[src/rtl/apb_dual_master_arbiter.sv]
// Two-requester APB arbiter: round-robin grant, registered SETUP/ACCESS sequencer to one peripheral.
// Optional ACCESS wait-state timeout with error response is enabled by defining APB_TIMEOUT_EN.
module apb_dual_master_arbiter #(
  parameter int addr_width     = 32,
  parameter int data_width     = 32,
  parameter int timeout_cycles = 16
) (
  input  logic                  PCLK,
  input  logic                  PRESET,
  input  logic                  m0_psel_i,
  input  logic                  m0_penable_i,
  input  logic                  m0_pwrite_i,
  input  logic [addr_width-1:0] m0_paddr_i,
  input  logic [data_width-1:0] m0_pwdata_i,
  output logic [data_width-1:0] m0_prdata_o,
  output logic                  m0_pready_o,
  output logic                  m0_pslverr_o,
  input  logic                  m1_psel_i,
  input  logic                  m1_penable_i,
  input  logic                  m1_pwrite_i,
  input  logic [addr_width-1:0] m1_paddr_i,
  input  logic [data_width-1:0] m1_pwdata_i,
  output logic [data_width-1:0] m1_prdata_o,
  output logic                  m1_pready_o,
  output logic                  m1_pslverr_o,
  output logic                  PSEL,
  output logic                  PENABLE,
  output logic                  PWRITE,
  output logic [addr_width-1:0] PADDR,
  output logic [data_width-1:0] PWDATA,
  input  logic [data_width-1:0] PRDATA,
  input  logic                  PREADY
);

  typedef enum logic [1:0] {IDLE, SETUP, ACCESS, RESP} state_e;

  state_e state_q;
  logic   grant_q;       // 0 = m0 owns the current transfer, 1 = m1
  logic   last_grant_q;
  logic   grant_d;

  // PENABLE from the requesters carries no arbitration information.
  logic unused_penable;
  assign unused_penable = m0_penable_i ^ m1_penable_i;

  // With both requesting, the master not served last wins; otherwise the sole requester.
  always_comb begin
    grant_d = (m0_psel_i && m1_psel_i) ? ~last_grant_q : m1_psel_i;
  end

`ifdef APB_TIMEOUT_EN
  localparam int cnt_w = $clog2(timeout_cycles) + 1;
  logic [cnt_w-1:0] cnt_q;
  logic             m0_err_q;
  logic             m1_err_q;
  assign m0_pslverr_o = m0_err_q;
  assign m1_pslverr_o = m1_err_q;
`else
  localparam int unused_timeout = timeout_cycles;
  assign m0_pslverr_o = 1'b0;
  assign m1_pslverr_o = 1'b0;
`endif

  // NOTE: all state here is sequential and uses <= so every branch reads pre-edge values.
  always_ff @(posedge PCLK) begin
    // NOTE: synchronous reset clears every output register too, so nothing is acknowledged after it.
    if (!PRESET) begin
      state_q      <= IDLE;
      grant_q      <= 1'b0;
      last_grant_q <= 1'b1;
      PSEL         <= 1'b0;
      PENABLE      <= 1'b0;
      PWRITE       <= 1'b0;
      PADDR        <= '0;
      PWDATA       <= '0;
      m0_prdata_o  <= '0;
      m1_prdata_o  <= '0;
      m0_pready_o  <= 1'b0;
      m1_pready_o  <= 1'b0;
`ifdef APB_TIMEOUT_EN
      cnt_q        <= '0;
      m0_err_q     <= 1'b0;
      m1_err_q     <= 1'b0;
`endif
    end else begin
      case (state_q)
        IDLE: begin
          if (m0_psel_i || m1_psel_i) begin
            grant_q      <= grant_d;
            last_grant_q <= grant_d;
            PADDR        <= grant_d ? m1_paddr_i  : m0_paddr_i;
            PWRITE       <= grant_d ? m1_pwrite_i : m0_pwrite_i;
            PWDATA       <= grant_d ? m1_pwdata_i : m0_pwdata_i;
            PSEL         <= 1'b1;
            state_q      <= SETUP;
          end
        end
        SETUP: begin
          PENABLE <= 1'b1;
`ifdef APB_TIMEOUT_EN
          cnt_q   <= '0;
`endif
          state_q <= ACCESS;
        end
        ACCESS: begin
          if (PREADY) begin
            PSEL    <= 1'b0;
            PENABLE <= 1'b0;
            state_q <= RESP;
            if (!grant_q) begin
              m0_pready_o <= 1'b1;
              if (!PWRITE) m0_prdata_o <= PRDATA;
`ifdef APB_TIMEOUT_EN
              m0_err_q    <= 1'b0;
`endif
            end else begin
              m1_pready_o <= 1'b1;
              if (!PWRITE) m1_prdata_o <= PRDATA;
`ifdef APB_TIMEOUT_EN
              m1_err_q    <= 1'b0;
`endif
            end
          end
`ifdef APB_TIMEOUT_EN
          // This is the limit-th stalled ACCESS cycle: abort with an error response.
          else if (cnt_q == cnt_w'(timeout_cycles - 1)) begin
            PSEL    <= 1'b0;
            PENABLE <= 1'b0;
            state_q <= RESP;
            if (!grant_q) begin
              m0_pready_o <= 1'b1;
              m0_err_q    <= 1'b1;
              if (!PWRITE) m0_prdata_o <= '0;
            end else begin
              m1_pready_o <= 1'b1;
              m1_err_q    <= 1'b1;
              if (!PWRITE) m1_prdata_o <= '0;
            end
          end else begin
            cnt_q <= cnt_q + 1'b1;
          end
`endif
        end
        RESP: begin
          m0_pready_o <= 1'b0;
          m1_pready_o <= 1'b0;
`ifdef APB_TIMEOUT_EN
          m0_err_q    <= 1'b0;
          m1_err_q    <= 1'b0;
`endif
          state_q     <= IDLE;
        end
        default: state_q <= IDLE;
      endcase
    end
  end

endmodule

[config.mk]
export PLATFORM = sky130hd
export DESIGN_NAME = apb_dual_master_arbiter
export DESIGN_NICKNAME = d
export VERILOG_FILES = /design/src/rtl/apb_dual_master_arbiter.sv
export SDC_FILE = /design/constraint.sdc
export NUM_CORES = 1
export LEC_CHECK = 0
export ABC_CLOCK_PERIOD_IN_PS = 2600
export BUFFER_PORTS_ARGS = -buffer_cell sky130_fd_sc_hd__buf_4
export CORE_AREA = 2 2 119 121
export CTS_BUF_LIST = sky130_fd_sc_hd__clkbuf_4 sky130_fd_sc_hd__clkbuf_8
export CTS_CLUSTER_SIZE = 14
export DETAILED_ROUTE_END_ITERATION = 16
export DIE_AREA = 0 0 121 123
export HOLD_SLACK_MARGIN = 0.02
export PLACE_DENSITY = 0.75
export RECOVER_POWER = 100
export SYNTH_ARGS = -nofsm -noshare
export SYNTH_HDL_FRONTEND = slang
export SYNTH_SLANG_ARGS = --single-unit
[constraint.sdc]
create_clock -name PCLK -period 2.6 [get_ports PCLK]
set_input_delay 0.52 -clock PCLK [delete_from_list [all_inputs] [get_ports PCLK]]
set_output_delay 0.52 -clock PCLK [all_outputs]
set_load 0.05 [all_outputs]
==> flow_metrics.py, run 1 <==
metrics = {
    "run_status": {
        "status": "finished, final reports clean",
    },
    "synthesis": {
        "yosysWarnings": 0,
        "synth_top_area_frac": 0.4898,
        "syn_area_mm2": 0.005599,
        "synthCells": 696,
        "seq_area_frac_synth": 0.4898,
        "syn-mean-instance-area_um2": 8.045,
        "ys_dominant_reg_cell": "dfxtp_1",
        "synth_top_area_cell": "dfxtp_1",
        "ys_async_sr_fraction": 0,
        "synth_cell_type_count": 33,
        "synth_edf_count": 0,
        "ys_ff_latch": 137,
        "yosys-top-cells-area": "dfxtp_1 (49%), nand2_1 (13%), a21oi_1 (12%), a21boi_1 (8.7%), o21ai_0 (5.1%)",
    },
    "floorplanning": {
        "start_util": 0.4113,
        "die_h_um": 123,
        "io_pins": 304,
        "chipWidth_um": 121,
        "core_mm2": 0.01361,
        "row_count": 43,
        "dieArea_mm2": 0.01488,
    },
    "clocking": {
        "h-tree-depth": 4,
        "cts_root_buf": "clkbuf_8",
        "cts_buffers": 17,
        "cts.path.max_buffers": 2,
        "cts_setup_buffers": 0,
        "clk_pin_slew_ps": 90,
        "cts_hold_buf": 0,
        "clkSinkCount": 137,
        "cts_tree": "yes",
        "cts_resized": 0,
        "insertion_delay_ps": 440,
    },
    "timing": {
        "maxSlewViolCount": 0,
        "period_share": 0.7752,
        "final.min_clock_period_ps": 2015,
        "timing.fmax_mhz": 496.2,
        "hold_viol_final": 0,
        "setup_violations": 0,
        "slew_headroom": 0.5121,
        "skew_ps": 13.31,
        "whs_ps": 310.9,
        "rsz0062_at_grt": "no",
        "worstMarginPinSlew_ps": 731.8,
        "tns_ps": 0,
    },
    "detailed_routing": {
        "first_pass_iters": 4,
        "detail-route-antenna-nets": 0,
        "num_vias": 5818,
        "vias_per_cell": 5.024,
        "drc": 0,
        "drtIter0Drc": 352,
        "wl_per_cell_um": 15.13,
        "totalWireLength_um": 17520,
    },
    "power": {
        "power_frac_seq": 0.338,
        "p_comb_frac": 0.404,
        "leakage_nw": 3.221,
        "p_per_area_mw_per_mm2": 1031,
        "p_int_mw": 4.565,
        "netSwitchingFraction": 0.4379,
        "pwr-share-clk": 0.258,
        "peakVddDrop_uv": 569.5,
        "p_sw_mw": 3.556,
    },
    "finish": {
        "mostFrequentLayoutCells": "nand2_1 (198), buf_4 (170), dfxtp_1 (137)",
        "register_area_mm2": 0.002743,
        "area_growth_pct": 40.69,
        "nets": 1141,
        "post-route-util": 0.5787,
        "mostFrequentLayoutCell": "nand2_1",
        "num-fill-cells": 1378,
        "multiInputGateArea_mm2": 0.002561,
        "drive_gt1_frac": 0.2168,
        "antenna_cells": 0,
    },
    "worst_setup_path": {
        "cp.required_ps": 2960,
        "worstSetupStartpointType": "register",
        "path_max_fanout": 32,
        "crit_type": "register to register",
        "cp-end-kind": "register",
        "worstRegToRegCells": 6,
        "cp.arrival_ps": 2370,
    },
    "place": {
        "place_congestion": 0.7957,
        "dp_hpwl_um": 11710,
        "numPortBuffers": 299,
    },
    "grt": {
        "grt_max_degree": 140,
        "met3_usage": 0.07149,
        "antenna_found_initial": 0,
        "grt_pass1_vias": 5445,
        "grt.busiest_layer": "met2",
        "grt_pass1_wl_um": 26600,
        "grt.overflow.total": 0,
        "use_met1": 0.2703,
        "grtUsageTotal": 0.2244,
        "global_route.usage.met2": 0.3725,
    },
    "flow_run": {
        "drv_cap": 0,
    },
    "hold_path": {
        "hp-class": "input pin to register",
        "min_path_cells": 3,
    },
}
-- logic make-up after synthesis --
group	Yosys count	synth area share
and+or+nand+nor	209	0.1488
muxes	4	0.007374
DFF	137	0.4898
adders and majority gates	7	0.01564
buffers and inverters	63	0.05698
AOI/OAI and AO/OA	275	0.2807
other	1	0.0006697
-- final cells by class --
type,instances,area share
well taps,180,0.02859
repair buffers,309,0.2352
flip-flops and latches,137,0.3482
multi-input cells,497,0.3251
clock inverters,10,0.02382
inverters,3,0.001429
clock buffers,22,0.03764
-- stage by stage --
step | setup slack (ps) | cells | cell area (um2) | power (mW)
after floorplan | 1145 | 697 | 5603 | 5.288
after global placement | 908.6 | 1126 | 7910 | 6.446
after detailed placement | 873.3 | 1126 | 7910 | 6.471
after CTS | 899.9 | 1158 | 8394 | 8.573
after global routing | 365.4 | 1158 | 7878 | 8.545
final | 584.6 | 1158 | 7878 | 8.121
-- Yosys cell counts, types with 2 or more instances --
cell / instances
nand2_1: 198
dfxtp_1: 137
a21oi_1: 133
a21boi_1: 65
o21ai_0: 57
buf_2: 24
clkbuf_1: 22
buf_4: 14
o21ai_1: 11
ha_1: 7
inv_1: 3
mux2i_1: 3
nor2b_1: 2
-- worst max-delay path, cell delays in order, from the launching register on --
cell and delay [ps]:
dfxtp_1 360, inv_1 140, ha_1 300, and4b_1 220, clkbuf_2 580, nand2_1 120, a21boi_0 210
-- final timing paths --
kind | to | slack (ps) | from
setup / recovery | m1_prdata_o[2] | 580 | state_q[0]
hold / removal | PWDATA[1] | 310 | m0_pwdata_i[1]
setup reg to reg | m1_prdata_o[2] | 580 | state_q[0]
hold reg to reg | m0_prdata_o[20] | 460 | m0_prdata_o[20]
-- state kept, by name, summed over array words and instances (netlist names) --
| signal | count |
|---|---|
| PADDR | 32 |
| PENABLE | 1 |
| PSEL | 1 |
| PWDATA | 32 |
| PWRITE | 1 |
| grant_q | 1 |
| last_grant_q | 1 |
| m0_prdata_o | 32 |
| m0_pready_o | 1 |
| m1_prdata_o | 32 |
| m1_pready_o | 1 |
| state_q | 2 |
-- power by group through the flow --
stage                     clock [mW]  sequential, mW  combinational (mW)
after floorplan                    0            4.15                1.14
after global placement             0            2.79                3.66
after detailed placement           0            2.79                3.68
after CTS                       2.13            2.76                3.68
after global routing            2.21            2.79                3.54
final                           2.09            2.75                3.28
-- metal layers --
metal | wire (um) | vias up
li1 | - | 2890
met1 | 7233 | 2660
met2 | 8439 | 235
met5 | 0 | -
met3 | 1438 | 33
met4 | 406 | 0
Note: power is estimated with default switching activity, not from simulation.
==> inputs of run 2 (changes only) <==
ABC_CLOCK_PERIOD_IN_PS = 1900   (was 2600)
CORE_AREA = 2 2 117 119   (was 2 2 119 121)
DIE_AREA = 0 0 119 121   (was 0 0 121 123)
PLACE_DENSITY = 0.77   (was 0.75)
clock period = 1.9 ns   (was 2.6 ns; I/O delays follow)
==> flow_metrics.py, run 2 (synthesis results as in run 1) <==
metrics = {
    "run_status": {
        "status": "finished, final reports clean",
    },
    "worst_setup_path": {
        "max_stage_delay_ps": 380,
        "cpMaxStageDelayCell": "clkbuf_4",
        "crit_type": "register to register",
        "worstRegToRegCells": 6,
        "cp.required_ps": 2250,
        "path_cells": "inv_1 > ha_1 > and4bb_1 > clkbuf_4 > nand2_1 > a21boi_0",
        "cp.arrival_ps": 2060,
        "cp-end-kind": "register",
        "worstSetupStartpointType": "register",
        "path_max_fanout": 32,
    },
    "grt": {
        "grt_pass1_wl_um": 27480,
        "grt_pass1_vias": 5504,
        "grt_max_degree": 67,
        "grtUsageTotal": 0.2378,
        "grt.overflow.total": 0,
        "antenna_found_initial": 0,
    },
    "clocking": {
        "cts_setup_buffers": 0,
        "cts.path.max_buffers": 2,
        "h-tree-depth": 4,
        "cts_resized": 0,
        "cts_root_buf": "clkbuf_8",
        "cts_tree": "yes",
        "cts_hold_buf": 0,
        "insertion_delay_ps": 440,
        "clk_pin_slew_ps": 80,
        "clkSinkCount": 137,
        "cts_buffers": 17,
    },
    "floorplanning": {
        "row_count": 42,
        "core_mm2": 0.01309,
        "io_pins": 304,
        "dieArea_mm2": 0.01440,
        "die_h_um": 121,
        "start_util": 0.4279,
        "chipWidth_um": 119,
    },
    "hold_path": {
        "min_path_cells": 3,
        "hp-class": "input pin to register",
    },
    "timing": {
        "maxSlewViolCount": 0,
        "skew_ps": 9.110,
        "period_share": 0.9011,
        "final.min_clock_period_ps": 1712,
        "rsz0062_at_grt": "no",
        "setup_violations": 0,
        "timing.fmax_mhz": 584.1,
        "tns_ps": 0,
        "worstMarginPinSlew_ps": 672.5,
        "slew_headroom": 0.5536,
        "hold_viol_final": 0,
    },
    "power": {
        "power_frac_seq": 0.345,
        "p_sw_mw": 4.876,
        "leakage_nw": 3.248,
        "p_int_mw": 6.008,
        "p_comb_frac": 0.426,
        "peakVddDrop_uv": 903.8,
        "p_per_area_mw_per_mm2": 1373,
        "pwr-share-clk": 0.228,
        "netSwitchingFraction": 0.4480,
    },
    "detailed_routing": {
        "totalWireLength_um": 17420,
        "num_vias": 5834,
        "drc": 0,
        "detail-route-antenna-nets": 0,
        "wl_per_cell_um": 15.04,
        "drtIter0Drc": 327,
        "first_pass_iters": 5,
        "vias_per_cell": 5.038,
    },
    "finish": {
        "mostFrequentLayoutCells": "nand2_1 (198), buf_4 (169), dfxtp_1 (137)",
        "design_area_mm2": 0.007928,
        "multiInputGateArea_mm2": 0.002561,
        "register_area_mm2": 0.002743,
        "area_growth_pct": 41.59,
        "antenna_cells": 0,
        "drive_gt1_frac": 0.2210,
        "nets": 1146,
        "num-fill-cells": 1340,
        "mostFrequentLayoutCell": "nand2_1",
    },
    "place": {
        "place_area_mm2": 0.008030,
        "dp_hpwl_um": 12170,
        "place_congestion": 0.8213,
        "numPortBuffers": 299,
    },
    "flow_run": {
        "drv_cap": 0,
    },
}
## run 2: cell types whose count changed in the layout (fill, tap and decap cells not counted), sizes merged
| cell | change |
|---|---|
| clkbuf | -3 |
| clkinv | +1 |
| clkinvlp | +2 |
| bufinv | -2 |
| buf | +6 |
## run 2: worst max-delay path: cells and delay by family (launching register included)
family                   cells  cell delay [ps]
flip-flops                   1              360
AND/OR/NAND/NOR              2              300
AO/OA/AOI/OAI                1              180
buffers and inverters        2              520
adder cells (fa/ha/maj)      1              270
## run 2: worst paths after layout
kind / startpoint / endpoint / slack [ps]
worst min-delay path: m0_paddr_i[1] / PADDR[1] / 180
worst min register to register: m0_prdata_o[22] / m0_prdata_o[22] / 460
worst max-delay path: state_q[0] / m0_prdata_o[19] / 190
worst max register to register: state_q[0] / m0_prdata_o[19] / 190
## run 2: power by group through the flow
stage | Sequential (mW) | Combinational [mW] | Clock, mW
floorplan | 5.68 | 1.56 | 0
global placement | 3.81 | 5.13 | 0
detailed placement | 3.82 | 5.16 | 0
CTS | 3.77 | 5.17 | 2.54
global route | 3.83 | 5.00 | 2.68
finish | 3.76 | 4.64 | 2.48
## run 2: cell type report
type	instances	share of cell area
clock buffer	20	0.03314
clock inverter	11	0.01862
inverter	3	0.001420
multi-input combinational	497	0.3231
sequential	137	0.3460
tap	176	0.02778
timing repair buffer	314	0.2500
## run 2: stage by stage
step / setup WS [ps] / instances / utilization / hold slack (ps) / total power [mW]
2_1_floorplan: 445.2 / 697 / - / 484.8 / 7.236
6_report: 187.9 / 1158 / 0.6059 / 179.6 / 10.88
3_3_place_gp: 311.3 / 1127 / 0.6137 / 441.2 / 8.933
5_1_grt: 75.47 / 1158 / 0.6059 / 157.1 / 11.50
4_1_cts: 267.6 / 1158 / 0.6451 / 142.6 / 11.49
3_5_place_dp: 292.9 / 1127 / 0.6137 / 446.7 / 8.986
## run 2: layer usage
metal | up-vias | wire, um | GRT usage
li1 | 2886 | - | -
met5 | - | 0 | 0
met2 | 242 | 8432 | 0.3926
met4 | 0 | 427 | 0.09524
met1 | 2675 | 7008 | 0.2826
met3 | 31 | 1551 | 0.08412
==> inputs of run 3 (changes only) <==
BUFFER_PORTS_ARGS = not set   (was -buffer_cell sky130_fd_sc_hd__buf_4)
CORE_AREA = 2 2 119 121   (was 2 2 117 119)
DIE_AREA = 0 0 121 123   (was 0 0 119 121)
DONT_BUFFER_PORTS = 1   (was not set)
PLACE_DENSITY = not set   (was 0.77)
==> flow_metrics.py, run 3 (synthesis results as in run 1) <==
metrics = {
    "run_status": {
        "status": "finished, final reports clean",
    },
    "detailed_routing": {
        "drc": 0,
        "m1WireLength_um": 6043,
        "totalWireLength_um": 15720,
        "num_vias": 4826,
        "dr_wl_met3_um": 1603,
        "detail-route-antenna-nets": 0,
        "route.met2.wl_um": 7705,
        "first_pass_iters": 5,
        "highest-signal-layer": "met4",
        "drtIter0Drc": 297,
        "wl_per_cell_um": 18.21,
        "vias_per_cell": 5.592,
    },
    "worst_setup_path": {
        "path_max_fanout": 65,
        "worstSetupStartpointType": "register",
        "crit_type": "register to register",
        "cp.required_ps": 2240,
        "cp.arrival_ps": 2050,
        "cp-end-kind": "register",
    },
    "finish": {
        "area_growth_pct": 11.04,
        "antenna_cells": 0,
        "design_area_mm2": 0.006217,
        "stdcell_count": 863,
        "nets": 847,
        "num-fill-cells": 1315,
        "mostFrequentLayoutCell": "nand2_1",
        "drive_gt1_frac": 0.07321,
        "mostFrequentLayoutCells": "nand2_1 (198), dfxtp_1 (137), a21oi_1 (133)",
    },
    "power": {
        "netSwitchingFraction": 0.4375,
        "power_frac_seq": 0.541,
        "p_sw_mw": 4.638,
        "p_int_mw": 5.964,
        "pwr-share-clk": 0.271,
        "leakage_nw": 2.307,
        "peakVddDrop_uv": 901.5,
        "p_comb_frac": 0.188,
        "p_per_area_mw_per_mm2": 1705,
    },
    "place": {
        "dp_hpwl_um": 10470,
        "place_area_mm2": 0.005713,
        "preCtsSetupSlack_ps": 72.85,
        "dp_cells": 830,
        "numPortBuffers": 0,
        "place_congestion": 0.7422,
    },
    "grt": {
        "grt_pass1_wl_um": 23190,
        "grtUsageTotal": 0.1985,
        "grt_max_degree": 140,
        "grt.overflow.total": 0,
        "grt_pass1_vias": 4615,
        "antenna_found_initial": 0,
    },
    "clocking": {
        "h-tree-depth": 4,
        "cts_setup_buffers": 0,
        "insertion_delay_ps": 430,
        "cts_tree": "yes",
        "clkSinkCount": 137,
        "cts_root_buf": "clkbuf_8",
        "cts_buffers": 17,
        "clk_pin_slew_ps": 80,
        "cts.path.max_buffers": 2,
    },
    "hold_path": {
        "hp-class": "input pin to register",
    },
    "floorplanning": {
        "start_util": 0.4113,
        "core_mm2": 0.01361,
        "chipWidth_um": 121,
        "io_pins": 304,
        "dieArea_mm2": 0.01488,
        "die_h_um": 123,
        "row_count": 43,
    },
    "timing": {
        "tns_ps": 0,
        "layout_setup_ws_ps": 195.7,
        "skew_ps": 10.03,
        "maxSlewViolCount": 0,
        "slew_headroom": 0.5613,
        "worstMarginPinSlew_ps": 658.0,
        "final.min_clock_period_ps": 1704,
        "timing.fmax_mhz": 586.7,
        "rsz0062_at_grt": "no",
        "hold_viol_final": 0,
        "setup_violations": 0,
        "period_share": 0.8970,
    },
    "flow_run": {
        "drv_cap": 0,
    },
}
-- run 3: cell count changes in the layout (fill, tap and decap cells not counted), moves of 3 or more --
cell,previous run,this run
clkinvlp_4,4,1
bufinv_16,3,6
clkbuf_1,132,0
buf_4,169,5
buf_12,10,6
a21boi_1,9,4
a21boi_0,56,61
-- run 3: layer usage --
| metal | vias to the layer above | track usage |
|---|---|---|
| met5 | - | 0 |
| met4 | 0 | 0.08358 |
| met3 | 26 | 0.08164 |
| met2 | 252 | 0.3346 |
| met1 | 2253 | 0.2218 |
| li1 | 2295 | - |
-- run 3: stage by stage --
step / util / hold slack, ps / total power, mW
after floorplan: - / 484.8 / 7.236
after global placement: 0.4197 / 484.4 / 7.688
after detailed placement: 0.4197 / 480.8 / 7.785
after CTS: 0.4563 / 33.63 / 10.69
after global routing: 0.4568 / 34.26 / 11.13
final: 0.4568 / 72.36 / 10.60
-- run 3: cell type report --
class / instances / area [um2] / share of cell area
well taps: 180 / 225.2 / 0.03622
inverters: 3 / 11.26 / 0.001811
multi-input cells: 498 / 2572 / 0.4138
flip-flops and latches: 137 / 2743 / 0.4411
repair buffers: 14 / 177.7 / 0.02858
clock inverters: 11 / 219.0 / 0.03522
clock buffers: 20 / 269.0 / 0.04327
-- run 3: final timing paths --
check	slack [ps]	start	to	depth (start not counted)
worst max register to register	200	state_q[0]	PWDATA[9]	6
worst min register to register	540	state_q[0]	state_q[0]	2
worst max-delay path	200	state_q[0]	PWDATA[9]	6
worst min-delay path	70	m0_pwdata_i[18]	PWDATA[18]	2
-- run 3: what timing repair did --
action	4_1_cts	5_1_grt
setup endpoints to repair	0	37
hold endpoints to repair	1	0
resized for setup	0	1
hold buffers	1	0
-- run 3: critical path: stages (launching register included) --
cell and delay (ps):
dfxtp_1 360, inv_1 150, ha_2 320, o21a_2 210, buf_12 230, o21ai_0 130, a21oi_1 180
-- run 3: power groups by stage --
stage	Sequential, mW	Combinational, mW	Clock [mW]
2_1_floorplan	5.68	1.56	0
3_3_place_gp	5.80	1.89	0
3_5_place_dp	5.80	1.99	0
4_1_cts	5.74	1.99	2.95
5_1_grt	5.80	2.26	3.06
6_report	5.74	2.00	2.87
